[src/rtl/cdu_count_receiver.sv]
// CDU incremental-angle receiver: synchronizes PCDU/MCDU pulse trains, nets them into a
// signed pending count and drains it into the angle counter one granted counter cycle at a time.
module cdu_count_receiver #(
    parameter int WIDTH       = 15,
    parameter int SYNC_STAGES = 2,
    parameter int PEND_MAX    = 7
) (
    input  logic             _51KPHI,
    input  logic             rst_n,
    input  logic             PCDU,
    input  logic             MCDU,
    input  logic             CCDUZ,
    output logic             cnt_req,
    input  logic             cnt_gnt,
    output logic             cnt_dir,
    output logic [WIDTH-1:0] angle,
    output logic [4:0]       pend,
    output logic             lost
);

    typedef enum logic [1:0] {
        S_IDLE = 2'd0,
        S_REQ  = 2'd1,
        S_GAP  = 2'd2
    } state_e;

    localparam logic signed [5:0] P_MAX = 6'(PEND_MAX);
    localparam logic signed [5:0] N_MAX = -6'(PEND_MAX);

    state_e                 state_q, state_d;
    logic                   dir_q, dir_d;
    logic [WIDTH-1:0]       angle_q, angle_d;
    logic [4:0]             pend_q, pend_d;
    logic                   lost_q, lost_d;
    logic [SYNC_STAGES-1:0] p_sync_q, p_sync_d, m_sync_q, m_sync_d;
    logic                   p_hist_q, p_hist_d, m_hist_q, m_hist_d;

    logic                   p_ev, m_ev, grant;
    logic signed [5:0]      svc, base, nxt;

    always_comb begin
        p_sync_d = {p_sync_q[SYNC_STAGES-2:0], PCDU};
        m_sync_d = {m_sync_q[SYNC_STAGES-2:0], MCDU};
        p_hist_d = p_sync_q[SYNC_STAGES-1];
        m_hist_d = m_sync_q[SYNC_STAGES-1];
        p_ev     = p_sync_q[SYNC_STAGES-1] & ~p_hist_q;
        m_ev     = m_sync_q[SYNC_STAGES-1] & ~m_hist_q;

        state_d  = state_q;
        dir_d    = dir_q;
        angle_d  = angle_q;
        lost_d   = lost_q;
        grant    = 1'b0;

        case (state_q)
            S_IDLE: begin
                if (pend_q != 5'd0) begin
                    state_d = S_REQ;
                    dir_d   = pend_q[4];
                end
            end
            S_REQ: begin
                if (cnt_gnt) begin
                    grant   = 1'b1;
                    state_d = S_GAP;
                end
            end
            S_GAP:   state_d = S_IDLE;
            default: state_d = S_IDLE;
        endcase

        if (grant) begin
            angle_d = dir_q ? angle_q - WIDTH'(1) : angle_q + WIDTH'(1);
        end

        // Saturation is judged after the service term so a granted count frees room this cycle.
        svc  = grant ? (dir_q ? -6'sd1 : 6'sd1) : 6'sd0;
        base = $signed({pend_q[4], pend_q}) - svc;
        nxt  = base;
        if (p_ev && !m_ev) begin
            if (base >= P_MAX) lost_d = 1'b1;
            else               nxt    = base + 6'sd1;
        end else if (m_ev && !p_ev) begin
            if (base <= N_MAX) lost_d = 1'b1;
            else               nxt    = base - 6'sd1;
        end
        pend_d = nxt[4:0];

        // Clear wins over grants and pulse events; the synchronizers keep running.
        if (CCDUZ) begin
            angle_d = '0;
            pend_d  = '0;
            lost_d  = 1'b0;
            state_d = S_IDLE;
        end
    end

    always_ff @(posedge _51KPHI or negedge rst_n) begin
        if (!rst_n) begin
            state_q  <= S_IDLE;
            dir_q    <= 1'b0;
            angle_q  <= '0;
            pend_q   <= '0;
            lost_q   <= 1'b0;
            p_sync_q <= '0;
            m_sync_q <= '0;
            p_hist_q <= 1'b0;
            m_hist_q <= 1'b0;
        end else begin
            state_q  <= state_d;
            dir_q    <= dir_d;
            angle_q  <= angle_d;
            pend_q   <= pend_d;
            lost_q   <= lost_d;
            p_sync_q <= p_sync_d;
            m_sync_q <= m_sync_d;
            p_hist_q <= p_hist_d;
            m_hist_q <= m_hist_d;
        end
    end

    assign cnt_req = (state_q == S_REQ);
    assign cnt_dir = dir_q;
    assign angle   = angle_q;
    assign pend    = pend_q;
    assign lost    = lost_q;

endmodule

[config.mk]
export PLATFORM = sky130hd
export DESIGN_NAME = cdu_count_receiver
export DESIGN_NICKNAME = d
export VERILOG_FILES = /design/src/rtl/cdu_count_receiver.sv
export SDC_FILE = /design/constraint.sdc
export NUM_CORES = 1
export LEC_CHECK = 0
export CORE_ASPECT_RATIO = 1.2
export CORE_MARGIN = 3
export CORE_UTILIZATION = 50
export DETAILED_ROUTE_END_ITERATION = 10
export GPL_TIMING_DRIVEN = 0
export PLACE_DENSITY_LB_ADDON = 0.2
export SLEW_MARGIN = 15
export SYNTH_ARGS = -nofsm -noshare
export SYNTH_HDL_FRONTEND = slang
export SYNTH_SLANG_ARGS = --single-unit
[constraint.sdc]
create_clock -name _51KPHI -period 6.3 [get_ports _51KPHI]
set_input_delay 1.26 -clock _51KPHI [delete_from_list [all_inputs] [get_ports _51KPHI]]
set_output_delay 1.26 -clock _51KPHI [all_outputs]
set_load 0.005 [all_outputs]
-- After elaboration in Yosys (flattened, before gate mapping)
Index checks and enable logic that the tools add are counted.
- word-level logic and storage cells: 57
- flip-flop bits (word level): 30
- reduce and logical (&&, ||, !) cells: 12
- mux-type cells: 21
- order comparisons: 2
- add/sub/neg operators: 5
- bitwise gates (word level): 4
- equal/unequal tests: 4
- operators by type and width (cell ; count):
    $mux W15 ; 3
    $mux W5 ; 5
    $add A15 B1 Y15 const B ; 1
    $sub A15 B1 Y15 const B ; 1
    $mux W6 ; 2
    $mux W1 ; 7
    $ge A6 B4 Y1 const B ; 1
    $le A6 B4 Y1 const B ; 1
    $mux W2 ; 3
    $ne A3 B2 Y1 const B ; 2
    $reduce_bool A3 Y1 ; 2
    $sub A5 B6 Y6 ; 1
    $add A5 B2 Y5 const B ; 1
    $reduce_bool A5 Y1 ; 1
    $sub A5 B2 Y5 const B ; 1
    $pmux W2 S2 ; 1
    $reduce_and A2 Y1 ; 2
    $ne A3 B3 Y1 const B ; 1
    $reduce_and A3 Y1 ; 1
    $and A1 B1 Y1 ; 2
    $eq A2 B1 Y1 const B ; 1
    $logic_and A1 B1 Y1 ; 2
    $logic_not A1 Y1 ; 2
    $logic_not A2 Y1 ; 1
    other kinds (2) ; 3

-- Logic depth before layout (Yosys ltp)
Gate-level depths: netlist of the first run.
- word-level depth: 9
- mapped depth: 14
- gate-level depth less buffers: 13

-- Worst setup path before layout of the first run
OpenSTA, ideal clock, no wires.
- path kind: input -> register
- start point: input port cnt_gnt
- end point: register pend_q[2], in the netlist pend[2]
- data arrival time: 4.124 ns
- required time: 6.223 ns
- cell stages on the path: 12
- buffers on the path: 1
- path slack: 2.099 ns
- cells stage by stage: nand2_1 or2_2 inv_1 buf_1 nand2_1 fa_1 xor2_1 o21bai_1 o2111a_1 o32ai_4 or3_1 a21oi_1
- word-level cells in the longest chain between the ends: 9
- elaborated cells between the ends (all ways): 13
- RTL lines (what ; line ; text):
    from (decl) ; 14 ; input logic cnt_gnt,
    $mux W1 (*) ; 63 ; if (cnt_gnt) begin
    $mux W1 (*) ; 55 ; case (state_q)
    $mux W6 (*) ; 77 ; svc = grant ? (dir_q ? -6'sd1 : 6'sd1) : 6'sd0;
    $sub A5 B6 Y6 (*) ; 78 ; base = $signed({pend_q[4], pend_q}) - svc;
    $sub A5 B2 Y5 or $le A6 B4 Y1 (tied branches) ; 85, 84 ;
    $mux W5 ; 84 ; if (base <= N_MAX) lost_d = 1'b1;
    $mux W5 ; 83 ; end else if (m_ev && !p_ev) begin
    $mux W5 (*) ; 80 ; if (p_ev && !m_ev) begin
    $mux W5 (*) ; 90 ; if (CCDUZ) begin
    net pend_d[2] ; 33 ; logic [4:0] pend_q, pend_d;
    to (signal assigned) ; 113 ; pend_q <= pend_d;
    to (decl) ; 33 ;
The timed path passes the listed nets; every way through them passes the cells marked *.
A chain may end at the register's enable or synchronous reset.

-- Worst setup path in the final report of the first run
Ends and elaborated chain as after synthesis.

==> results of run 1 <==
## critical path, cell delays in order
cell             delay [ns]
clkdlybuf4s50_1        0.45
nand2_1                0.07
or2_2                  0.29
inv_1                  0.20
buf_1                  0.45
nand2_1                0.30
fa_1                   0.52
xor2_1                 0.51
o21bai_1               0.23
o2111a_1               0.26
o32ai_4                0.12
or3_1                  0.37
a21oi_1                0.14
## per-stage QoR
step	hold WS [ns]	area, um^2
floorplan	0.331	2250
global placement	0.333	2600
detailed placement	0.337	2600
CTS	0.353	2710
global route	0.361	2710
finish	0.349	2710
## state kept, by name, summed over array words and instances, names as in the netlist
| name | cells |
|---|---|
| lost | 1 |
| cnt_dir | 1 |
| p_hist_q | 1 |
| angle | 15 |
| m_sync_q | 2 |
| p_sync_q | 2 |
| m_hist_q | 1 |
| state_q | 2 |
| pend | 5 |
## metal layers
layer / GRT usage [%] / vias to the layer above
met1: 26.4 / 885
met3: 3.80 / 9
met4: 8.92 / 0
li1: - / 965
met5: 0 / -
met2: 35.9 / 35
## kinds of logic (layout without fill, tap and decap cells)
family	Yosys count	in the layout	share of synthesized area [%]
XOR/XNOR	13	13	5.39
multiplexers	2	2	0.944
AO/OA/AOI/OAI	77	77	23.8
AND/OR/NAND/NOR	87	87	19.5
flip-flops	30	30	33.3
buffers and inverters	12	48	3.05
adder cells (fa/ha/maj)	24	24	14.0
## cell type report
class	instances	area, um^2
Buffer	6	46.3
Clock buffer	6	72.6
Clock inverter	2	37.5
Fill cell	396	1590
Inverter	6	22.5
Multi-Input combinational cell	203	1430
Sequential cell	30	751
Tap cell	56	70.1
Timing Repair Buffer	28	275
## synthesized netlist by cell type, types with 2 or more instances
cell	instances
a211oi_1	8
a21o_1	6
a21oi_1	25
clkbuf_1	2
clkbuf_8	2
dfrtp_1	30
fa_1	2
ha_1	22
inv_1	6
nand2_1	31
nand3_1	6
nor2_1	22
nor2_2	2
nor2b_1	2
nor3_1	4
o21a_1	3
o21ai_0	14
o21bai_1	5
o22ai_1	2
o311a_1	2
or3_1	3
or4_1	3
xnor2_1	8
xor2_1	4
## power by group through the flow
stage	Combinational [mW]	Clock, mW	Sequential, mW
3_3_place_gp	0.681	0	0.285
2_1_floorplan	0.516	0	0.278
5_1_grt	0.784	0.208	0.290
3_5_place_dp	0.693	0	0.287
4_1_cts	0.701	0.199	0.283
6_report	0.699	0.193	0.281
## final timing paths
check	startpoint	slack, ns	cells after the start	endpoint
max	cnt_gnt	1.33	13	pend[2]$_DFF_PN0_
min	m_sync_q[0]$_DFF_PN0_	0.35	0	m_sync_q[1]$_DFF_PN0_
max reg2reg	state_q[0]$_DFFE_PN0P_	2.36	12	pend[2]$_DFF_PN0_
min reg2reg	m_sync_q[0]$_DFF_PN0_	0.35	0	m_sync_q[1]$_DFF_PN0_
max in group asynchronous	rst_n	4.87	1	lost$_DFFE_PN0P_
min in group asynchronous	rst_n	1.00	1	angle[1]$_DFFE_PN0P_
## cell usage in the layout (no fill, tap or decap), types with 6 or more instances in the layout
cell and instances:
o21ai_0 14, a21oi_1 25, a21o_1 6, nand3_1 6, ha_1 22, xnor2_1 8, clkdlybuf4s50_1 27, nand2_1 31
inv_1 6, a211oi_1 8, nor2_1 22, dfrtp_1 30, clkbuf_8 7
==> results.txt, run 1 <==
The run finished with clean final reports. The count of max-cap constraint violations is 0. Signal routing reaches up to met4. The clock tree skew after final layout came out at about 0.0054 ns. STA classifies the critical path endpoint as a flop. The via count of the first global-routing pass came to 1834. In this run, post-CTS hold repair placed 0 buffers.

The maximum resistive drop on vdd is 172 uV. The TritonCTS sink count is 30. The final core area utilization came out at 63.1%. The worst slew margin relative to its limit came out at 48.2%.

The post-route non-filler standard cell count came out at about 340. The required time at the endpoint of the critical path came out at about 6.5 ns. The count of final hold-check violations is 0.

The portion of total power attributed to combinational logic is 59.5%. The period utilization is 78.9%. The setup violation total in the final timing report came out at 0. The total number of H-tree levels came out at 2.

The internal power of the cells came out at about 670 uW. The quantity of gates resized following cts came out at 0. The number of antenna violations at the first check in global routing came out at 0. The number of buffers inserted to repair setup after CTS is 0. The number of buffers added by the clock tree synthesis step came out at 5.

The pin count of the biggest net entering global routing is 31. Routability-driven placement finished with a final weighted congestion of 0.814. The routed wirelength normalized by instance count came out at approximately 15 um. The most used flip-flop cell after synthesis is dfrtp_1.

After floorplanning, the core was divided into 26 placement rows. For this run the aggregate overflow at the end of global routing stands at 0. The clock transition time at the flip-flop clock pins of the worst setup and hold paths is 0.07 ns. Yosys mapped a number of flops with a built-in enable equal to 0. For this configuration, the core starts out at a cell density of 52.5%. The initial detailed-routing violation count came out at 51. The total half-perimeter wirelength after legalization and detailed placement is 3.68 mm. The number of nets at the end of the flow came out at 310.

The number of port buffers came out at 28. The count of final max-slew check failures is 0. The count of yosys warnings during synthesis came out at 0. The average instance in the mapped netlist occupies just over 9 um^2. The path class of the tightest hold or removal check is flop to flop.

The wire length on met3 came out at approximately 190 um. The class of the most critical setup path is primary input to flop. The number of placed cells counting well taps came out at 329.

Counting every net in the synthesized netlist gives 275. The mapped cell area came out at 2250 um^2. The number of antenna-violating nets in the routed design came out at 0. Summed over all cells, the static leakage comes to 1.18 nW. Timing analysis after detailed placement gives a worst setup slack of 1.04 ns. The share of final-layout standard cells stronger than drive strength 1 is 10.3%. The number of vias after detailed routing came out at 1894. The I/O pin count came out at 29. By area the synthesized netlist is led by dfrtp_1 33%, ha_1 12%, a21oi_1 5.6%. For this run, the register share of the synthesized area comes to between 30% and 40%. TritonCTS built the clock tree.

The share of total power in the clock network is 16.5%. The number of search-and-repair iterations in the first detailed-routing pass came out at 4. The root buffer cell chosen for the clock tree is clkbuf_8. The share of the synthesized area in the top cell type came out at between 30% and 40%. The maximum buffer depth of the clock tree is 2. The area of the core region came out at 4290 um^2. The smallest setup slack after layout is 1.33 ns.

Relative to the synthesized area, the layout overhead comes to 20.2%. The count of mapped cells out of synthesis came out at roughly 250. The number of antenna cells inserted is 0. The global-route wire length before repair came out at about 8.6 mm. The overall die height came out at 79.5 um. The share of flip-flops with an asynchronous set or reset after synthesis came out at 100%.

Summed over all instances, the cell type with the most area after synthesis is dfrtp_1. Detailed routing placed a total of 2.53 mm of wire on met2. The critical path arrival came out at 5.19 ns. The number of DRC violations after detailed routing is 0.

In this run the power spent charging and discharging nets is 508 uW. The setup TNS after final layout is 0 ns. The die covers around 5400 um^2. The routed length on met1 is 2.17 mm. The number of synthesized register bits is 30. The sequential group share of total power is a little under a quarter.

After detailed routing, the total wire length is 4.96 mm. Of all nets on the critical path, the largest fanout is 10. The latest clock arrival within the worst-skew pair came out at 0.28 ns.

The detailed-route vias per instance is 5.62. The power density normalized to cell area is 433 nW/um^2. Based on the critical path, the design can be clocked at up to 201 MHz. The measured slew at the worst slew-check pin is 0.777 ns. The shortest clock period the worst path allows after layout came out at 4.97 ns.

Setup repair after global routing left no endpoint under its margin. The critical path launch point type is a primary input. The number of unique standard cell types used by synthesis came out at 55. The total power came out at approximately 1.2 mW.

The switching share of power is 43.3%. The die width is 67.3 um. The total global-route track usage is 21.3%.
Power figures use the tool's default switching activity.
==> inputs of run 2 (changes only) <==
==> constraint.sdc (replaced) <==
create_clock -name _51KPHI -period 4.4 [get_ports _51KPHI]
set_input_delay 0.88 -clock _51KPHI [delete_from_list [all_inputs] [get_ports _51KPHI]]
set_output_delay 0.88 -clock _51KPHI [all_outputs]
set_load 0.005 [all_outputs]
==> run 2 against run 1 <==
First-iteration DRC count is 29% higher. Combinational power is 44% higher. Core utilization is 0.17 points higher. Via count is 0.58% lower. Die area stayed put. Hold slack hardly changed. Clock skew hardly changed. Sequential share of layout area is 0.077 points lower. Final area is 0.28% higher. Clock power is 44% higher. Critical path type unchanged. Critical endpoint unchanged. Largest cell class unchanged. Largest power group unchanged. Highest routed layer unchanged.
==> results.txt, run 2 (synthesis gave the netlist of run 1 again) <==
In this run the count of I/O pins placed on the die edge is 29. The required time at the endpoint of the critical path came out at between 4 and 5 ns. TritonCTS built the clock tree. The total half-perimeter wirelength after legalization and detailed placement is between 3 and 4 mm. Wires add up to 4.99 mm. The number of antenna-violating nets in the routed design came out at 0.

The final core area utilization came out at 63.3%. The region available for standard cell placement spans 4290 um^2. The die width came out at 67.3 um. The logic depth of the worst setup path including buffers came out at 13. The worst slew margin relative to its limit is 48.4%. Relative to the synthesized area, the layout overhead comes to 20.5%.

The pin count of the biggest net entering global routing is 31. Signal routing reaches up to met4. The count of final hold-check violations is 0. The via count of the first global-routing pass is 1823.

The maximum buffer depth of the clock tree came out at 2. The worst hold path depth is 0. The total congestion overflow is 0. Clock tree synthesis selected as its root buffer the cell clkbuf_8. The number of buffers inserted to repair setup after CTS came out at 0. The initial standard-cell utilization of the core is 52.5%. In the detailed route, the total length drawn on met3 is 145 um. In this run the worst path has a maximum fanout of 15. The critical path arrival is 4.36 ns. The first global-routing pass estimated 8.59 mm of wire. The clock tree skew after final layout is 0.00531 ns. The hold slack is 0.349 ns. The number of buffers added by the clock tree synthesis step is 5. The period utilization is between 90% and 100%. The final route contains ~1900 vias. The cell that appears most often on the critical path is nand2_1.

The logic depth of the worst register-to-register path came out at 12. After detailed routing, the average wire length per cell comes to 14.9 um. Counting I/O delays and the setup requirement, the final critical path takes 4.15 ns. The worst-case register-to-register setup slack came out at 0.90 ns. The share of final-layout standard cells stronger than drive strength 1 is 11.1%. The library cells used most frequently in the layout, excluding fill and tap cells, are 31 x nand2_1, 30 x dfrtp_1, 27 x clkdlybuf4s50_1. The total power came out at 1.69 mW. The detailed-route vias per instance is between 5 and 6.

The number of nets at the end of the flow is 309. The overall die height came out at 79.5 um. The measured slew at the worst slew-check pin is approximately 0.77 ns. The slowest stage of the critical path belongs to the cell fa_1. Routability-driven placement finished with a final weighted congestion of 0.814. The number of DRC violations after detailed routing came out at 0. The run finished with clean final reports. For this design the ratio of total power to cell area is 622 nW/um^2. The register with the most flip-flops in the layout has 15 of them.

The number of antenna violations at the first check in global routing is 0. The count of max-cap constraint violations is 0. The first routing iteration left 66 violations. Counting every sink on the clock net gives 30. The die covers 5350 um^2. Row generation in the floorplan step produced 26 rows. The leakage dissipation came out at 1.18 nW. The type of destination of the critical path is a flop. The clock transition time at the flip-flop clock pins of the worst setup and hold paths is 0.06 ns. The number of search-and-repair iterations in the first detailed-routing pass came out at 6. The total global-route track usage is 21.2%.

The delay of the slowest critical-path stage came out at 0.55 ns. The number of buffers and inverters on the critical path is 2. In the post-route analysis, the smallest setup slack over all paths is ~0.25 ns.

The number of gates resized after CTS was 1. The critical path's top delay family is simple AND/OR/NAND/NOR gates. The detailed router put a total of 2.25 mm of wire on met1.

The critical path is of the primary input to flop type. STA classifies the critical path startpoint as a primary input. The path class of the tightest hold or removal check is flop to flop. The latest clock arrival within the worst-skew pair is 0.28 ns.

The fmax is 241 MHz. CTS built an H-tree with a depth of 2. The setup violation total in the final timing report came out at 0. 0 antenna diodes ended up in the layout. Traced cell by cell, the critical path runs through clkdlybuf4s50_1 -> nand2_1 -> or2_2 -> clkinvlp_4 -> nand2_1 -> fa_1 -> a211oi_1 -> nor2_1 -> xor2_2 -> a211oi_4 -> o32ai_4 -> or3_1 -> a21oi_1. Across the VDD grid, the largest voltage drop is 246 uV. The detailed-routed wire length on met2 is 2.51 mm.

Setup repair after global routing left no endpoint under its margin. The number of port buffers is 28. The count of final max-slew check failures is 0. Leaving out fill and tap cells, the most frequent cell in the layout is nand2_1. The number of buffers inserted for hold repair after clock tree synthesis came out at 0. The worst slack at placement is -0.480 ns.
-- run 2: area by class of cell --
class / instances / area, um^2
Fill cell: 393 / 1580
Buffer: 5 / 42.5
Timing Repair Buffer: 28 / 275
Inverter: 6 / 26.3
Sequential cell: 30 / 751
Multi-Input combinational cell: 203 / 1440
Tap cell: 56 / 70.1
Clock buffer: 6 / 72.6
Clock inverter: 2 / 37.5
-- run 2: report_power, final --
part | internal [mW] | switching, mW | leakage [nW]
sequential | 0.331 | 0.0726 | 0.395
combinational | 0.456 | 0.552 | 0.730
clock | 0.169 | 0.108 | 0.0514
total | 0.955 | 0.734 | 1.18
-- run 2: routing by layer --
layer / global-route usage [%] / up-vias
met5: 0 / -
met4: 8.92 / 0
met3: 3.80 / 8
met2: 35.4 / 30
met1: 26.5 / 884
li1: - / 961
-- run 2: final timing paths --
check	start	end
worst max-delay path	cnt_gnt	pend[2]$_DFF_PN0_
worst min register to register	m_sync_q[0]$_DFF_PN0_	m_sync_q[1]$_DFF_PN0_
min in group asynchronous	rst_n	angle[1]$_DFFE_PN0P_
max in group asynchronous	rst_n	lost$_DFFE_PN0P_
worst max register to register	state_q[0]$_DFFE_PN0P_	pend[2]$_DFF_PN0_
worst min-delay path	m_sync_q[0]$_DFF_PN0_	m_sync_q[1]$_DFF_PN0_
-- run 2: per-stage QoR --
step	std cells	area (um^2)	TNS [ns]
after floorplan	245	2250	0
after global placement	329	2600	-2.06
after detailed placement	329	2600	-2.17
after CTS	336	2710	0
after global routing	336	2720	0
final	336	2720	0
==> inputs of run 3 (changes only) <==
--- a/config.mk
+++ b/config.mk
@@ -5,11 +5,13 @@
 export SDC_FILE = /design/constraint.sdc
 export NUM_CORES = 1
 export LEC_CHECK = 0
+export ABC_AREA = 1
 export CORE_ASPECT_RATIO = 1.2
 export CORE_MARGIN = 3
 export CORE_UTILIZATION = 50
 export DETAILED_ROUTE_END_ITERATION = 10
 export GPL_TIMING_DRIVEN = 0
+export HOLD_SLACK_MARGIN = 0.1
 export PLACE_DENSITY_LB_ADDON = 0.2
 export SLEW_MARGIN = 15
 export SYNTH_ARGS = -nofsm -noshare
==> run 3 against run 2 <==
Via count increased by 15%. Clock skew is essentially flat. Hold slack got worse by 0.00051 ns. Cell count increased by 20%. Critical path depth grew 3. Combinational power rose by 16%. Critical endpoint is now pend[3]$_DFF_PN0_. Highest routed layer unchanged.
==> results.txt, run 3 <==
After synthesis, the largest area contributor takes up 31.8% of total cell area. Leaving out fill and tap cells, the most frequent cell in the layout is nand2_1. The worst-case register-to-register setup slack is between 1 and 1.5 ns. In the post-synthesis netlist, the cell with the most instances is nand2_1.

The setup path with the least slack is of type primary input to flop. The count of final max-slew check failures is 0. Sequential elements use 31.8% of the synthesized area. The TritonCTS sink count came out at 30.

The worst setup path is launched from a primary input. The total wirelength of the detailed-routed design came out at a little over 5 mm. The first detailed-routing pass took 4 iterations. The number of buffers inserted to repair setup after CTS came out at 0. The count of mapped cells out of synthesis is approximately 310. The hold slack came out at 0.349 ns. The count of final hold-check violations came to 0. The post-place instance area came out at between 2000 and 3000 um^2. The latest clock arrival within the worst-skew pair came out at 0.29 ns. The number of antenna violations at the first check in global routing is 0.

The smallest setup slack after layout is 0.990 ns. The overall die height came out at between 80 and 90 um. The total number of H-tree levels is 2. The critical path arrival is 3.63 ns.

Tracing the worst setup path back leads to its startpoint at cnt_gnt. The net count after synthesis came out at 342. The clock transition time at the flip-flop clock pins of the worst setup and hold paths is about 0.06 ns. The delay of the slowest critical-path stage is 0.70 ns. Setup repair after global routing left no endpoint under its margin.

The maximum buffer depth of the clock tree came out at 2. The number of vias after detailed routing is 2167. The number of nets at the end of the flow is about 380.

The mapped cell area is around 2400 um^2. The number of buffers inserted for hold repair after clock tree synthesis came out at 0. The synthesized design contains 30 register bits. The leakage dissipation is 1.43 nW. The global-route wire length before repair is 8.98 mm.

The setup violation total in the final timing report came out at 0. The worst slew margin relative to its limit is a little under half. Static timing analysis puts the maximum clock frequency at 293 MHz. The signal on the critical path passes through clkdlybuf4s50_1 -> nand2_1 -> inv_1 -> nand2_1 -> fa_1 -> inv_1 -> ha_1 -> o21ai_4 -> nand3_4 -> nand2_4 -> nand2_4 -> nand2_4 -> nand3_2 -> nand2_1 -> inv_1 -> nor2_1. The number of unique standard cell types used by synthesis came out at 36. In this run the mean area of a mapped cell was 7.56 um^2. The quantity of gates resized following cts came out at 0. Following the worst setup path forward leads to its endpoint at pend[3]$_DFF_PN0_.

The area added between synthesis and finish is 18.5%. The share of flip-flops with an asynchronous set or reset after synthesis is 100%. The count of yosys warnings during synthesis is 0. The initial detailed-routing violation count came out at 93. The largest individual stage delay along the critical path comes from the cell fa_1. The number of DRC violations after detailed routing is 0. The smallest clock period supported by the final layout is computed as 3.41 ns. The via count of the first global-routing pass came out at 2098. The count of max-cap constraint violations is 0.

The clock tree skew after final layout came out at 0.00540 ns. 29 I/O pins were placed. The number of standard-cell rows in the floorplan is 26. Sorting the synthesized cells by area gives the leading types as dfrtp_1 32%, ha_1 12%, nand2_1 11%. The die width came out at a little under 70 um. The detail route stage leaves a number of antenna-violating nets equal to 0. Input and output buffers added on the ports amount to 28.

The number of enable flip-flop cells after synthesis came out at 0. The path class of the tightest hold or removal check is flop to flop. The cell sitting at the root of the clock tree is a clkbuf_8. The die covers 5580 um^2. Global routing finished with a remaining overflow of 0. The routability congestion estimate came out at 0.913. The CTS tree is yes. Of the available clock period, the critical path in the final layout requires 77.5%.

By count the netlist is led by 72 x nand2_1, 34 x inv_1, 31 x nand3_1, 30 x dfrtp_1, 26 x a21oi_1. For this run, the total global-route usage over all layers was measured as 21.3%. The total power is about 1.8 mW.

The maximum resistive drop on vdd came out at 304 uV. TritonCTS created 5 clock buffers. The area of the core region came out at 4390 um^2.

The highest net fanout along the worst path came out at 6. The flow ran to the end, and the final reports show no timing, DRC or antenna violations. At the pin with the least slew margin, the transition time is 0.798 ns. The register with the most flip-flops in the layout has 15 of them. The power density normalized to cell area came out at 650 nW/um^2. The initial standard-cell utilization of the core is 53.7%.

The cell taking the most area after synthesis is dfrtp_1. The share of final-layout standard cells stronger than drive strength 1 came out at 10.9%. Entering global routing, the biggest net connects 31 pins. In the synthesized netlist the dominant register cell turns out to be dfrtp_1. The endpoint of the worst-slack reg-to-reg timing path is pend[3]$_DFF_PN0_.

The total half-perimeter wirelength after legalization and detailed placement is slightly above 4 mm. STA classifies the critical path endpoint as a flop. OpenSTA, run right after detailed placement, puts the worst setup slack at 0.698 ns. In the routed layout, each cell is associated on average with a via count of 5.36.

Measured in cells, the most critical reg-to-reg path has a length of 13. The top cell types in the final layout, fill and taps aside, are 72 x nand2_1, 34 x inv_1, 31 x nand3_1. The required time at the endpoint of the critical path is about 4.6 ns.

The number of antenna cells inserted is 0. For the final routed database, the setup TNS stands at 0 ns. The beginning of the worst register-to-register path is cnt_dir$_DFFE_PN0P_. Once layout is done, the placed cells without fillers occupy 2790 um^2. After detailed routing, the average wire length per cell comes to 12.8 um.
-- run 3: cell types whose count changed after synthesis, moves of 7 or more --
cell,before,now
inv_1,6,34
nand2_1,31,72
nand3_1,6,31
a211oi_1,8,1
nand2_2,0,7
xnor2_1,8,1
-- run 3: worst max-delay path, delay by kind of cell --
kind	cells	cell delay (ns)
AND/OR/NAND/NOR	9	0.86
adder cells (fa/ha/maj)	2	0.97
buffers and inverters	4	0.75
AO/OA/AOI/OAI	1	0.16
-- run 3: kinds of logic (layout without fill, tap and decap cells) --
group	count (synthesis)	in the layout	share of synthesized area, %
AND/OR/NAND/NOR	155	155	32.5
buffers and inverters	41	77	6.53
flip-flops	30	30	31.8
AO/OA/AOI/OAI	58	58	14.0
XOR/XNOR	4	4	1.81
adder cells (fa/ha/maj)	24	24	13.4
-- run 3: where the power goes --
part           internal [mW]  total [mW]  switching, mW  leakage [nW]
Sequential             0.331       0.410         0.0786         0.392
Clock                  0.126       0.232          0.106        0.0482
Combinational          0.464        1.17          0.709         0.988
-- run 3: area by class of cell --
type | count | area [um^2]
timing repair buffer | 28 | 275
fill | 411 | 1600
tap | 56 | 70.1
buffer | 1 | 3.75
inverter | 40 | 150
sequential | 30 | 751
multi-input combinational | 241 | 1450
clock buffer | 7 | 86.3
clock inverter | 1 | 5.00
-- run 3: metal layers --
metal	track usage, %	wire length (um)	vias up
met2	36.1	2610	46
met5	0	0	-
met1	26.5	2280	997
met4	7.95	114	0
met3	3.73	149	12
li1	-	-	1112
-- run 3: per-stage QoR --
stage,instances,util [%]
6_report,404,63.6
5_1_grt,404,63.6
4_1_cts,404,63.6
3_5_place_dp,396,61.5
3_3_place_gp,396,61.7
2_1_floorplan,312,-
-- run 3: worst min path at each step --
stage                          startpoint                    end  slack, ns  cells past startpoint
floorplan           m_sync_q[0]$_DFF_PN0_  m_sync_q[1]$_DFF_PN0_       0.33                      0
global placement    m_sync_q[0]$_DFF_PN0_  m_sync_q[1]$_DFF_PN0_       0.33                      0
detailed placement  p_sync_q[0]$_DFF_PN0_  p_sync_q[1]$_DFF_PN0_       0.34                      0
CTS                 p_sync_q[0]$_DFF_PN0_  p_sync_q[1]$_DFF_PN0_       0.35                      0
global route        p_sync_q[0]$_DFF_PN0_  p_sync_q[1]$_DFF_PN0_       0.36                      0
finish              m_sync_q[0]$_DFF_PN0_  m_sync_q[1]$_DFF_PN0_       0.35                      0
